$ cat src/rtl/mux3_rr_arbiter.sv
// Round-robin arbiter/sequencer for a shared 3:1 select path.
// One owner at a time drives the output stream; bursts end on last, on a
// beat cap (MAX_HOLD) or when the owner drops req, then ownership rotates.
module mux3_rr_arbiter #(
  parameter int DW       = 8,
  parameter int MAX_HOLD = 4
) (
  input  logic          clk,
  input  logic          rst,
  input  logic [2:0]    req,
  input  logic [2:0]    last,
  input  logic [DW-1:0] d0,
  input  logic [DW-1:0] d1,
  input  logic [DW-1:0] d2,
  input  logic          out_ready,
  output logic [2:0]    gnt,
  output logic          s1,
  output logic          s0,
  output logic          out_valid,
  output logic [DW-1:0] out_data,
  output logic          out_last
);

  typedef enum logic {IDLE = 1'b0, BUSY = 1'b1} state_t;

  state_t     state, state_n;
  logic [2:0] gnt_q, gnt_n;
  logic [1:0] sel, sel_n;        // {s1,s0}, also the owner index while BUSY
  logic [1:0] ptr, ptr_n;        // last owner; search starts just after it
  logic [7:0] beat_cnt, cnt_n;
  logic [1:0] c1, c2, win;
  logic       beat;

  localparam logic [7:0] CAP = 8'(MAX_HOLD - 1);

  // Next requester index in rotation order 0 -> 1 -> 2 -> 0.
  function automatic logic [1:0] nxt(input logic [1:0] p);
    return (p == 2'd2) ? 2'd0 : p + 2'd1;
  endfunction

  function automatic logic [2:0] oh(input logic [1:0] p);
    return 3'b001 << p;
  endfunction

  // gnt is one-hot while BUSY and zero in IDLE, so masking with it picks the owner.
  assign out_valid = (state == BUSY) && |(req & gnt_q);
  assign out_last  = (state == BUSY) && |(last & gnt_q);
  assign out_data  = sel[1] ? d2 : (sel[0] ? d1 : d0);
  assign beat      = out_valid & out_ready;
  assign gnt       = gnt_q;
  assign s1        = sel[1];
  assign s0        = sel[0];

  // Rotating priority: ptr+1 first, ptr itself last.
  always_comb begin
    c1  = nxt(ptr);
    c2  = nxt(c1);
    win = |(req & oh(c1)) ? c1 : (|(req & oh(c2)) ? c2 : ptr);
  end

  // Next-state logic: grant in IDLE, count beats and decide release in BUSY.
  always_comb begin
    state_n = state;
    gnt_n   = gnt_q;
    sel_n   = sel;
    ptr_n   = ptr;
    cnt_n   = beat_cnt;
    unique case (state)
      IDLE: begin
        gnt_n = 3'b000;
        if (|req) begin
          state_n = BUSY;
          gnt_n   = oh(win);
          sel_n   = win;
          cnt_n   = 8'd0;
        end
      end
      BUSY: begin
        if (!(|(req & gnt_q)) || (beat && (out_last || beat_cnt == CAP))) begin
          state_n = IDLE;
          gnt_n   = 3'b000;
          ptr_n   = sel;
          cnt_n   = 8'd0;
        end else if (beat) begin
          cnt_n = beat_cnt + 8'd1;
        end
      end
      default: state_n = IDLE;
    endcase
  end

  // State register; reset gives requester 0 first priority (ptr = 2).
  always_ff @(posedge clk) begin
    if (rst) begin
      state    <= IDLE;
      gnt_q    <= 3'b000;
      sel      <= 2'b00;
      ptr      <= 2'd2;
      beat_cnt <= 8'd0;
    end else begin
      state    <= state_n;
      gnt_q    <= gnt_n;
      sel      <= sel_n;
      ptr      <= ptr_n;
      beat_cnt <= cnt_n;
    end
  end

endmodule

$ cat config.mk
export PLATFORM = sky130hd
export DESIGN_NAME = mux3_rr_arbiter
export DESIGN_NICKNAME = d
export VERILOG_FILES = /design/src/rtl/mux3_rr_arbiter.sv
export SDC_FILE = /design/constraint.sdc
export NUM_CORES = 1
export LEC_CHECK = 0
export ABC_AREA = 1
export CAP_MARGIN = 10
export CORE_MARGIN = 5
export CORE_UTILIZATION = 37
export CTS_BUF_LIST = sky130_fd_sc_hd__clkbuf_16
export DETAILED_ROUTE_END_ITERATION = 7
export GPL_TIMING_DRIVEN = 0
export PLACE_DENSITY = 0.75
export RECOVER_POWER = 25
export SKIP_CTS_REPAIR_TIMING = 1
export SLEW_MARGIN = 10
export SYNTH_ARGS = -nofsm -noshare
export SYNTH_HDL_FRONTEND = slang
export SYNTH_SLANG_ARGS = --single-unit
$ cat constraint.sdc
create_clock -name clk -period 1.2 [get_ports clk]
set_input_delay 0.36 -clock clk [delete_from_list [all_inputs] [get_ports clk]]
set_output_delay 0.36 -clock clk [all_outputs]
set_load 0.1 [all_outputs]
# Word-level counts from Yosys, hierarchy flattened
# Index checks and enable logic that the tools add are counted.
dict set report classes {
  n_shift 3
  n_eq_ne 6
  muxes 16
  n_reduce_logical 14
  bitwise_logic 6
  add_sub_neg 3
}
# operator n
set op_table {}
lappend op_table {{2-to-1 mux 8 bit} 5}
lappend op_table {{one-hot mux 8 bit (2 select lines)} 1}
lappend op_table {{OR reduction 3 bit} 5}
lappend op_table {{AND 3 bit} 4}
lappend op_table {{left shift 1 x 2 -> 3 bit, first input constant} 3}
lappend op_table {{adder 8 x 1 -> 8 bit, second input constant} 1}
lappend op_table {{== test 8 x 2 -> 1 bit, second input constant} 1}
lappend op_table {{2-to-1 mux 2 bit} 4}
lappend op_table {{2-to-1 mux 3 bit} 2}
lappend op_table {{one-hot mux 3 bit (2 select lines)} 1}
lappend op_table {{AND reduction 2 bit} 3}
lappend op_table {{adder 2 x 1 -> 2 bit, second input constant} 2}
lappend op_table {{== test 2 bit, second input constant} 2}
lappend op_table {{logical AND 1 bit} 3}
lappend op_table {{inequality test 3 x 1 -> 1 bit, second input constant} 1}
lappend op_table {{logical OR 1 bit} 2}
lappend op_table {{2-to-1 mux 1 bit} 2}
lappend op_table {{inequality test 2 x 1 -> 1 bit, second input constant} 1}
lappend op_table {{inequality test 2 bit, second input constant} 1}
lappend op_table {{one-hot mux 1 bit (2 select lines)} 1}
lappend op_table {{AND 1 bit} 1}
lappend op_table {{logical NOT 1 bit} 1}
lappend op_table {{NOT 1 bit} 1}
dict set report word_totals {
  input_bits 33
  reg_bits 16
}

# Longest topological paths before layout
# Gate-level depths: netlist of run 1.
dict set report depth {
  depth_word 12
  depth_mapped 9
  depth_no_buf 9
}

# Least setup slack after synthesis of run 1
# OpenSTA, ideal clock, no wires.
dict set report synth_path {
  path_type {register to output}
  from {reg sel[1]}
  to {out out_data[0]}
  slack_ps -1973
  stages_incl_launch_ff 4
  required_ps 840
  arrival_time_ps 2813
  cell_sequence {dfxtp_1 > clkbuf_1 > a21oi_1 > a21oi_1}
}
dict set report synth_via {
  elab_chain_cells 1
}
# item line
set synth_lines {}
lappend synth_lines {{start: declaration} 28} ;# logic [1:0] sel, sel_n;
lappend synth_lines {{start signal: assignment} 103} ;# sel <= sel_n;
lappend synth_lines {{2-to-1 mux 8 bit} 48} ;# assign out_data = sel[1] ? d2 : (sel[0] ? d1 : d0);
lappend synth_lines {{end: declaration} 20} ;# output logic [DW-1:0] out_data,
# No other way between the ends.

# Worst setup path in the final report of run 1
dict set report layout_path {
  from {reg sel[1]}
  to {out out_data[3]}
}
# Same word-level chain as after synthesis.

==> impl_metrics.toml, run 1 <==
[synth]
yosys_warnings = 0
syn-cell-area_um2 = 1080
synth-edff-count = 0
yosysSeqAreaShare = 0.2966
synth_cell_types = 26
ys_ff_latch = 16
synthTopCellsByArea = "dfxtp_1 30%, nand2_1 14%, a21oi_1 9.7%"
syn_inst = 173
synthesis.nets = 207
synthFlopType = "dfxtp_1"
avgSynthCellArea_um2 = 6.242
async_flop_share = 0
synth.top_cell.area_share = 0.2966
synth_top_cell_by_area = "dfxtp_1"

[setup_path]
criticalPathCategory = "register to primary output"
cp.buffers_inverters = 3
path_common_cell = "buf_12"
start_kind = "register"
path_cells = "clkinvlp_4, buf_12, nor2_2, a21oi_4, buf_12"
cp.arrival_ns = 1.31
slowest_stage = "dfxtp_4"
crit_path_end_kind = "primary output"
slowest_delay_ns = 0.40
cp_max_fo = 8
cpLargestDelayFamily = "buffers and inverters"
cp.required_ns = 0.84

[routing]
post_drt_via_cell_ratio = 5.502
drc_errors = 0
wl_per_cell_um = 20.08
drt-initial-drc-count = 54
ant_nets = 0
wl_mm = 5.361
drt-pass1-iter-count = 4
vias = 1469

[power]
p_comb_frac = 0.576
peakVddDrop_uv = 1616
switchingPower_mw = 1.406
netSwitchingFraction = 0.4557
clkPwrFrac = 0.215
leakagePower_nw = 1.153
intPower_mw = 1.679
p_per_area_nw_per_um2 = 1219
seqPwrFrac = 0.209

[timing]
max_freq_ghz = 0.6002
grt_setup_unrepaired = "yes"
fin_ws_ns = -0.4661
slew_headroom = 0.6164
tns_ns = -6.145
hold_violations = 0
period_share = 1.388
worstMarginPinSlew_ns = 0.5753
min_period_ns = 1.666
setup_viol = 28
final_max_slew_viol_count = 0
clock_skew_ns = 0.001703

[cts]
clock_latency_ns = 0.25
numCtsBuffers = 3
cts_tree = "done"
root_buffer = "clkbuf_16"
cts_sinks = 16
clk_pin_slew_worst_paths_ns = 0.05
htreeDepth = 1
cts.path.max_buffers = 2

[place]
placed_area_um2 = 1824
portBuffers = 46
routabilityCongestion = 0.8527
place.detailed.hpwl_mm = 2.750

[cells_and_area]
areaGrowthSynthToFinish_pct = 134.3
layout.nets = 270
final_cell_area_um2 = 2530
drive_gt1_frac = 0.6255
final_core_util = 0.9096

[floorplanning]
pin_count = 48
start_util = 0.3882
die-area_um2 = 4099
num_rows = 19
dieHeight_um = 64.02
die_w_um = 64.02
core_um2 = 2781

[global_routing]
grt_pass1_vias = 1228
grt-ovfl-total = 0
grt_first_pass_wirelength_mm = 5.644
grt_max_degree = 11
groute.usage.overall = 0.1659
antenna_found_initial = 1

[flow_run]
cap_violations = 0

[outcome]
status = "finished with violations"
failed_checks = "negative setup slack"

[min_path]
hp-class = "register to register"
## Yosys cell counts (2+ instances only)
master and count:
nor2_2 2, dfxtp_1 16, inv_2 2, nand3_1 16
xor2_1 2, nor2_1 26, nand2_4 3, nand2_2 2
clkbuf_1 2, nand4_1 2, inv_1 19, a21oi_2 2
nand2_1 40, a21oi_1 21, o21ai_1 2, o21ai_0 6
## area by class of cell
| class | instances | area [um^2] |
|---|---|---|
| antenna | 1 | 2.502 |
| multi-input combinational | 132 | 1139 |
| timing repair inverter | 1 | 8.758 |
| timing repair buffer | 57 | 742.0 |
| buffer | 3 | 48.80 |
| fill | 103 | 251.5 |
| sequential | 16 | 357.8 |
| clock buffer | 3 | 75.07 |
| inverter | 22 | 113.9 |
| tap | 31 | 38.79 |
| clock inverter | 1 | 3.754 |
## cells by family (layout without fill, tap and decap cells)
kind of cell	Yosys count	count (layout)	share of synthesized area
other	0	1	0
buffers and inverters	25	87	0.08806
adder cells (fa/ha/maj)	1	1	0.01159
AND/OR/NAND/NOR	95	95	0.4160
AO/OA/AOI/OAI	33	33	0.1634
flip-flops	16	16	0.2966
XOR/XNOR	3	3	0.02434
## registers in the layout (all words and copies together), names as in the netlist
name / flops
sel: 2
beat_cnt: 8
ptr: 2
state: 1
gnt: 3
## metrics by stage
stage | instances | total power, mW | hold slack (ns) | setup WS [ns]
after floorplan | 173 | 1.607 | 0.4774 | -0.5321
after global placement | 250 | 1.917 | 0.4900 | -1.601
after detailed placement | 250 | 1.930 | 0.5011 | -1.624
after CTS | 254 | 2.583 | 0.4966 | -1.631
after global routing | 267 | 3.189 | 0.5424 | -0.4916
final | 267 | 3.085 | 0.5290 | -0.4661
## worst paths after layout
kind	startpoint	end	slack, ns	cells after the start
worst max register to register	beat_cnt[4]	beat_cnt[1]	-0.16	8
worst min-delay path	gnt[1]	gnt[1]	0.53	2
worst max-delay path	sel[1]	out_data[3]	-0.47	5
worst min register to register	gnt[1]	gnt[1]	0.53	2
## layer usage
| metal | part of all wire | track usage |
|---|---|---|
| met1 | 0.39 | 0.2019 |
| met2 | 0.54 | 0.2952 |
| met3 | 0.035 | 0.04028 |
| met4 | 0.029 | 0.03117 |
| met5 | 0 | 0 |
## layout by cell type, fill, tap and decap left out, types with 2 or more instances in the layout
cell and count:
a21oi_1 2, a21oi_2 13, a21oi_4 8, buf_12 16, buf_4 5, buf_6 5
clkbuf_16 4, clkbuf_2 3, clkdlybuf4s50_1 9, dfxtp_1 4, dfxtp_2 3, dfxtp_4 9
dlymetal6s2s_1 19, inv_1 12, inv_2 6, nand2_1 17, nand2_2 15, nand2_4 12
nand3_1 6, nand3_2 7, nand3_4 5, nand4_1 2, nor2_1 5, nor2_2 15
nor2_4 8, o21ai_0 4, o21ai_4 2, xor2_1 2
## power by group through the flow
stage	Sequential, mW	Clock, mW	Combinational, mW
3_5_place_dp	0.619	0	1.31
3_3_place_gp	0.617	0	1.30
4_1_cts	0.608	0.660	1.31
6_report	0.644	0.663	1.78
5_1_grt	0.647	0.707	1.83
2_1_floorplan	0.740	0	0.867
## tightest hold or removal path, stage by stage (launching register included)
cell	delay [ns]
dfxtp_4	0.37
nand3_2	0.08
a21oi_2	0.04
Note: power is estimated with default switching activity, not from simulation.
==> run 2: changes to the inputs <==
--- a/config.mk
+++ b/config.mk
@@ -6,7 +6,7 @@
 export NUM_CORES = 1
 export LEC_CHECK = 0
 export ABC_AREA = 1
-export CAP_MARGIN = 10
+export CAP_MARGIN = 20
 export CORE_MARGIN = 5
 export CORE_UTILIZATION = 37
 export CTS_BUF_LIST = sky130_fd_sc_hd__clkbuf_16
==> results of run 2 <==
Same layout as run 1: the final DEF is identical, and so are final timing and power.
==> run 3: changes to the inputs <==
--- a/config.mk
+++ b/config.mk
@@ -8,14 +8,15 @@
 export ABC_AREA = 1
 export CAP_MARGIN = 20
 export CORE_MARGIN = 5
-export CORE_UTILIZATION = 37
+export CORE_UTILIZATION = 44
 export CTS_BUF_LIST = sky130_fd_sc_hd__clkbuf_16
 export DETAILED_ROUTE_END_ITERATION = 7
 export GPL_TIMING_DRIVEN = 0
-export PLACE_DENSITY = 0.75
+export PLACE_DENSITY = 0.84
 export RECOVER_POWER = 25
 export SKIP_CTS_REPAIR_TIMING = 1
 export SLEW_MARGIN = 10
 export SYNTH_ARGS = -nofsm -noshare
 export SYNTH_HDL_FRONTEND = slang
 export SYNTH_SLANG_ARGS = --single-unit
+export TNS_END_PERCENT = 100
==> constraint.sdc (replaced) <==
create_clock -name clk -period 2 [get_ports clk]
set_input_delay 0.6 -clock clk [delete_from_list [all_inputs] [get_ports clk]]
set_output_delay 0.6 -clock clk [all_outputs]
set_load 0.1 [all_outputs]
==> run 3 against run 2 <==
  * The flow finishes with violations (design-rule violations, negative setup slack)
  * Final cell count shrank 5.2%
  * Sequential power shrank 43%
  * Worst setup slack gained 0.45 ns
  * Critical path type unchanged
  * Highest routed layer unchanged
==> impl_metrics.toml, run 3 (synthesis gave the netlist of run 1 again) <==
[flow_run]
cap_violations = 0

[power]
peakVddDrop_uv = 938.5
leakagePower_nw = 1.133
p_per_area_nw_per_um2 = 825.3
power_mw = 1.657

[routing]
vias = 1415
wl_per_cell_um = 17.79
post_drt_via_cell_ratio = 5.593
drc_errors = 1
wl_mm = 4.500
drt-pass1-iter-count = 6
ant_nets = 0
drt-initial-drc-count = 99

[timing]
worstMarginPinSlew_ns = 0.9901
period_share = 1.008
tns_ns = -0.02223
fin_ws_ns = -0.01646
clock_skew_ns = 0.007769
setup_viol = 2
max_freq_ghz = 0.4959
whs_ns = 0.5107
slew_headroom = 0.3389
hold_violations = 0
final_max_slew_viol_count = 0
min_period_ns = 2.016

[cells_and_area]
regMostFlops = "beat_cnt"
antenna_cells = 0
areaGrowthSynthToFinish_pct = 85.98
final_cell_mix = "34 x nand2_1, 33 x dlymetal6s2s_1, 18 x inv_1, 18 x nor2_1, 16 x nand3_1"
largest_reg_flops = 8
final_common_cell = "nand2_1"
drive_gt1_frac = 0.3139
layout.nets = 258

[cts]
cts_sinks = 16
htreeDepth = 1
root_buffer = "clkbuf_16"
clk_pin_slew_worst_paths_ns = 0.06
cts.path.max_buffers = 2
numCtsBuffers = 3
clock_latency_ns = 0.26
cts_tree = "done"

[floorplanning]
start_util = 0.4481
dieHeight_um = 59.54
die_w_um = 59.54
pin_count = 48
num_rows = 18
core_um2 = 2410
die-area_um2 = 3545

[setup_path]
cp.required_ns = 1.40
start_kind = "register"
cp_max_fo = 8
slowest_delay_ns = 0.35
cp.arrival_ns = 1.42
path_cells = "inv_1, nor2_2, a21oi_4, buf_12"
criticalPathCategory = "register to primary output"
slowest_stage = "dfxtp_4"
crit_path_end_kind = "primary output"

[outcome]
failed_checks = "design-rule violations, negative setup slack"
status = "finished with violations"

[place]
place.detailed.hpwl_mm = 2.672
routabilityCongestion = 0.8449
portBuffers = 46

[global_routing]
groute.usage.overall = 0.2016
grt_max_degree = 11
grt_first_pass_wirelength_mm = 5.513
grt_pass1_vias = 1294
antenna_found_initial = 0
grt-ovfl-total = 0

[min_path]
hp-class = "register to register"
-- run 3: cell count changes in the layout (fill, tap and decap cells not counted), moves of 8 or more --
| cell | delta |
|---|---|
| clkdlybuf4s50_1 | -9 |
| dlymetal6s2s_1 | +14 |
| nand2_1 | +17 |
| nand2_4 | -10 |
| nand3_1 | +10 |
| nor2_1 | +13 |
| nor2_4 | -8 |
-- run 3: critical path: cells and delay by family, from the launching register on --
kind / cells / cell delay [ns]
buf+inv: 2 / 0.50
flops: 1 / 0.35
compound gates: 1 / 0.18
simple gates: 1 / 0.12
-- run 3: layout make-up --
class / count / area, um^2
Multi-Input combinational cell: 132 / 814.5
Timing Repair Buffer: 46 / 633.1
Fill cell: 142 / 401.6
Sequential cell: 16 / 331.6
Inverter: 22 / 83.83
Clock buffer: 3 / 75.07
Tap cell: 30 / 37.54
Buffer: 3 / 28.78
Clock inverter: 1 / 3.754
-- run 3: final timing paths --
path,startpoint,to,slack (ns),cells past startpoint
setup / recovery,sel[1],out_data[4],-0.02,4
setup reg to reg,ptr[0],gnt[1],0.49,6
hold reg to reg,beat_cnt[6],beat_cnt[6],0.51,2
hold / removal,beat_cnt[6],beat_cnt[6],0.51,2
-- run 3: through the flow --
step	setup WS (ns)	area [um^2]	cells	util
4_1_cts	-1.313	1775	253	0.7368
6_report	-0.01646	2008	253	0.8333
5_1_grt	-0.05238	2008	253	0.8333
3_5_place_dp	-1.311	1697	249	0.7041
2_1_floorplan	0.01238	1199	173	-
3_3_place_gp	-1.277	1697	249	0.7041
-- run 3: report_power, final --
part	switching, mW	internal (mW)
clock	0.146	0.266
combinational	0.584	0.297
sequential	0.0229	0.341
-- run 3: layer usage --
layer | track usage | wire (um) | vias up
met1 | 0.2203 | 1562 | 674
met3 | 0.04139 | 212 | 25
li1 | - | - | 659
met5 | 0 | 0 | -
met2 | 0.3666 | 2476 | 57
met4 | 0.09494 | 248 | 0
